`src/rtl/compuertas_logicas.sv`:
```
// compuertas_logicas: run-time selectable 3-input gate with enable and registered output
// Ports: clk rising-edge clock; rst async active-high reset; ent1..ent3 data bits;
//        act enable (0 forces 0); sel gate code; sal registered result
module compuertas_logicas (
    input  logic       clk,
    input  logic       rst,
    input  logic       ent1,
    input  logic       ent2,
    input  logic       ent3,
    input  logic       act,
    input  logic [2:0] sel,
    output logic       sal
);
    logic sal_d, sal_q, y_and, y_or, y_xor;
    assign y_and = ent1 & ent2 & ent3;
    assign y_or  = ent1 | ent2 | ent3;
    assign y_xor = ent1 ^ ent2 ^ ent3;
    // codes 000 and 111 decode to 0, as does act=0
    always_comb begin
        sal_d = !act        ? 1'b0 :
                sel == 3'd1 ? y_and :
                sel == 3'd2 ? y_or :
                sel == 3'd3 ? y_xor :
                sel == 3'd4 ? ~y_and :
                sel == 3'd5 ? ~y_or :
                sel == 3'd6 ? ~y_xor : 1'b0;
    end
    always_ff @(posedge clk or posedge rst) begin
        if (rst) sal_q <= 1'b0;
        else     sal_q <= sal_d;
    end
    assign sal = sal_q;
endmodule

```
`config.mk`:
```
export PLATFORM = sky130hd
export DESIGN_NAME = compuertas_logicas
export DESIGN_NICKNAME = d
export VERILOG_FILES = /design/src/rtl/compuertas_logicas.sv
export SDC_FILE = /design/constraint.sdc
export NUM_CORES = 1
export LEC_CHECK = 0
export CAP_MARGIN = 10
export CORE_AREA = 4 4 41 43
export CTS_BUF_LIST = sky130_fd_sc_hd__clkbuf_16
export DETAILED_ROUTE_END_ITERATION = 10
export DIE_AREA = 0 0 45 47
export PLACE_DENSITY = 0.31
export SYNTH_ARGS = -nofsm -noshare
export SYNTH_HDL_FRONTEND = slang
export SYNTH_SLANG_ARGS = --single-unit
```
`constraint.sdc`:
```
create_clock -name clk -period 0.8 [get_ports clk]
set_input_delay 0.16 -clock clk [delete_from_list [all_inputs] [get_ports clk]]
set_output_delay 0.16 -clock clk [all_outputs]
set_load 0.005 [all_outputs]
```
# Word-level counts from Yosys, hierarchy flattened
# Index checks and enable logic that the tools add are counted.
[op_classes]
multipliers = 0
n_div = 0
n_shift = 0
bitwise = 9
add_sub_neg = 0
n_eq_ne = 6
n_reduce_logical = 0
n_mux = 7
magnitude_cmp = 0
[op_table]
columns = ["op", "count"]
rows = [
  ["$eq A3 B3 Y1 const B", 3],
  ["$mux W1", 7],
  ["$eq A3 B2 Y1 const B", 2],
  ["$eq A3 B1 Y1 const B", 1],
  ["$not A1 Y1", 3],
  ["$and A1 B1 Y1", 2],
  ["$or A1 B1 Y1", 2],
  ["$xor A1 B1 Y1", 2],
]
[totals]
mem_bits_ro = 0
latchBits = 0
inputBits = 9
wordCells = 23
register_bits = 1
output_inout_bits = 1
memories = 0
ram_bits = 0

# Logic depth before layout (Yosys ltp)
[logic_depth]
depth_word = 10
depth_mapped = 6

# Worst setup path after synthesis
# OpenSTA, ideal clock, no wires.
[synth_timing]
kind = "input port to flip-flop"
from = "in ent1"
to = "reg sal_q (netlist: sal)"
stages = 5
slack_ns = -0.224
setup_ns = 0.082
t_arrival_ns = 0.942
required_ns = 0.718
path_cell_list = "inv_1 -> ha_1 -> o31ai_1 -> a21oi_1 -> o22ai_1"
[synth_between]
elab_chain_cells = 10
elab_cells_between_ends = 16
classes_between = "7 x mux; 9 x bitwise"
[synth_rtl]
columns = ["element", "line_no", "text"]
rows = [
  ["start, declared", "7", "input logic ent1,"],
  ["$xor A1 B1 Y1 (2 in series)", "17", "assign y_xor = ent1 ^ ent2 ^ ent3;"],
  ["$not A1 Y1", "26", "sel == 3'd6 ? ~y_xor : 1'b0;"],
  ["$mux W1", "26", ""],
  ["$mux W1", "25", "sel == 3'd5 ? ~y_or :"],
  ["$mux W1", "24", "sel == 3'd4 ? ~y_and :"],
  ["$mux W1", "23", "sel == 3'd3 ? y_xor :"],
  ["$mux W1", "22", "sel == 3'd2 ? y_or :"],
  ["$mux W1 *", "21", "sel == 3'd1 ? y_and :"],
  ["$mux W1 *", "20", "sal_d = !act ? 1'b0 :"],
  ["net sal_d", "14", "logic sal_d, sal_q, y_and, y_or, y_xor;"],
  ["end signal, assigned", "30", "else sal_q <= sal_d;"],
  ["end, declared", "14", ""],
]
# Mark *: on every way through the listed nets, which the timed path passes. The rest lies on a longest branch.

# Worst setup path after layout
# Ends and elaborated chain as after synthesis.

==> flow_metrics.env <==
export IMPL_status="finished with violations"
export IMPL_violations="setup timing"
export IMPL_final_cells=48
export IMPL_die_area_mm2=0.00212
export IMPL_period_needed_ns=1.02
export IMPL_globalRouteTotalUtil_pct=4.09
export IMPL_post_cts_setup_buffer_count=0
export IMPL_rsz0062_at_grt="true"
export IMPL_wirelength_um=417
export IMPL_setup_slack_ns=-0.221
export IMPL_setup_worst_path_start_class="primary input"
export IMPL_max_slew_margin_rel_pct=88.1
export IMPL_vias_per_cell=3.98
export IMPL_min_delay_path_class="primary input to asynchronous set/reset pin"
export IMPL_gp_congestion=0.654
export IMPL_drtIter0Drc=0
export IMPL_maxCapViolCount=0
export IMPL_fp_row_count=13
export IMPL_route_detailed_drc=0
export IMPL_synth_distinct_cells=12
export IMPL_synth_warning_count=0
export IMPL_final_core_utilization_pct=26.2
export IMPL_vias=191
export IMPL_crit_path_end_kind="register"
export IMPL_setup_violations=1
export IMPL_yosysTopAreaCellShare_pct=16.8
export IMPL_core_area_mm2=0.00130
export IMPL_start_util_pct=11.4
export IMPL_boundaryPins=10
export IMPL_synthTopCellsByArea="dfrtp_1, ha_1, inv_1"
export IMPL_synthCells=20
export IMPL_post_place_ws_ns=-0.758
export IMPL_clk_pin_slew_ns=0
export IMPL_hold_buffers=0
export IMPL_wire_per_inst_um=8.69
export IMPL_numPortBuffers=9
export IMPL_ys_seq_elements=1
export IMPL_worstPathRequired_ns=0.67
export IMPL_drive_above_1_share_pct=57.6
export IMPL_grt_max_degree=6
export IMPL_cp_max_fo=3
export IMPL_final_max_slew_violation_count=0
export IMPL_synth_largest_area_cell="dfrtp_1"
export IMPL_grt_pass1_wl_um=676
export IMPL_timing_fmax_mhz=979
export IMPL_power_density_mw_per_mm2=625
export IMPL_hpwl_um=367
export IMPL_syn_avg_cell_area_um2=7.44
export IMPL_antenna_cells=0
export IMPL_worst_ep_arrival_time_ns=0.89
export IMPL_synthesis_nets=31
export IMPL_worst_pin_slew_ns=0.178
export IMPL_synthesis_area_um2=149
export IMPL_dp_cells=48
export IMPL_criticalPathCategory="primary input to register"
export IMPL_final_nets=46
export IMPL_antenna_found_initial=0
export IMPL_first_pass_iters=1
export IMPL_hold_viol=0
export IMPL_dieHeight_um=47
export IMPL_grt_pass1_vias=174
export IMPL_overflow=0
export IMPL_timing_final_crit_share_pct=128
export IMPL_yosysSeqAreaShare_pct=16.8
export IMPL_power_leakage_nw=0.153
export IMPL_nFillCells=146
export IMPL_drtAntennaViolNets=0
export IMPL_synthToLayoutAreaGrowth_pct=129
export IMPL_largest_register_ff_count=1
export IMPL_die_w_um=45
export IMPL_ir_drop_mv=0.153
==> layer usage <==
layer / wire length, µm / global-route usage [%]
met5: 0 / 0
met4: 0 / 0
met3: 61 / 1.15
met2: 193 / 7.06
met1: 162 / 5.41
==> synth_stat cells, drive strengths merged <==
cell / instances
a22oi: 2
or3b: 1
ha: 2
dfrtp: 1
nand2: 1
inv: 5
o31ai: 1
a21oi: 1
o22ai: 2
nand2b: 1
o21ai: 2
and4b: 1
==> cell type report <==
cell class | count | area, µm² | share of cell area, %
flip-flops and latches | 1 | 25.0 | 7.35
multi-input cells | 14 | 153 | 44.9
inverters | 5 | 31.3 | 9.19
repair buffers | 13 | 113 | 33.1
well taps | 15 | 18.8 | 5.51
==> what timing repair did <==
item | CTS | global route
gates resized for setup | 31 | 2
pin swaps | 4 | 1
gates cloned | 0 | 0
endpoints found under the hold margin | 0 | 0
endpoints found under the setup margin | 2 | 1
==> worst max-delay path, cell delays in order <==
cell and delay (ns):
buf_8 0.09, inv_8 0.03, ha_4 0.28, o22ai_2 0.08, a22oi_2 0.16, o22ai_1 0.10
==> power breakdown <==
part,switching (mW),internal [mW],leakage [nW]
logic,0.0644,0.0919,0.140
registers,0.000749,0.0558,0.0131
clock network,0,0,0
total,0.0651,0.148,0.153
==> layout by cell type, fill, tap and decap left out, drive strengths merged <==
cell type      n
nand2b         1
dfrtp          1
o31ai          1
nand2          1
or3b           1
o22ai          2
a21oi          1
buf            9
and4b          1
a22oi          2
ha             2
clkdlybuf4s50  2
o21ai          2
dlygate4sd2    2
inv            5
==> worst paths after layout <==
check	depth (start not counted)	slack, ns	to	from
min in group clk	4	0.59	sal	sel[2]
max	6	-0.22	sal	ent1
max in group asynchronous	2	0.41	sal	rst
min	2	0.30	sal	rst
==> cells by family (layout without fill, tap and decap cells) <==
family	after synthesis	in the layout	share of synthesized area [%]
adder cells (fa/ha/maj)	2	2	16.8
flip-flops	1	1	16.8
AND/OR/NAND/NOR	4	4	20.2
buffers and inverters	5	18	12.6
AO/OA/AOI/OAI	8	8	33.6
==> per-stage QoR <==
stage,cell area (µm²),TNS (ns),hold slack (ns),power [mW]
after global routing,340,-0.274,0.339,0.229
after floorplan,183,-0.0700,-0.111,0.112
final,340,-0.221,0.303,0.213
after detailed placement,322,-0.911,0.311,0.200
after CTS,332,-0.218,0.307,0.207
after global placement,322,-0.925,0.303,0.201
(Power assumes the default switching activity.)
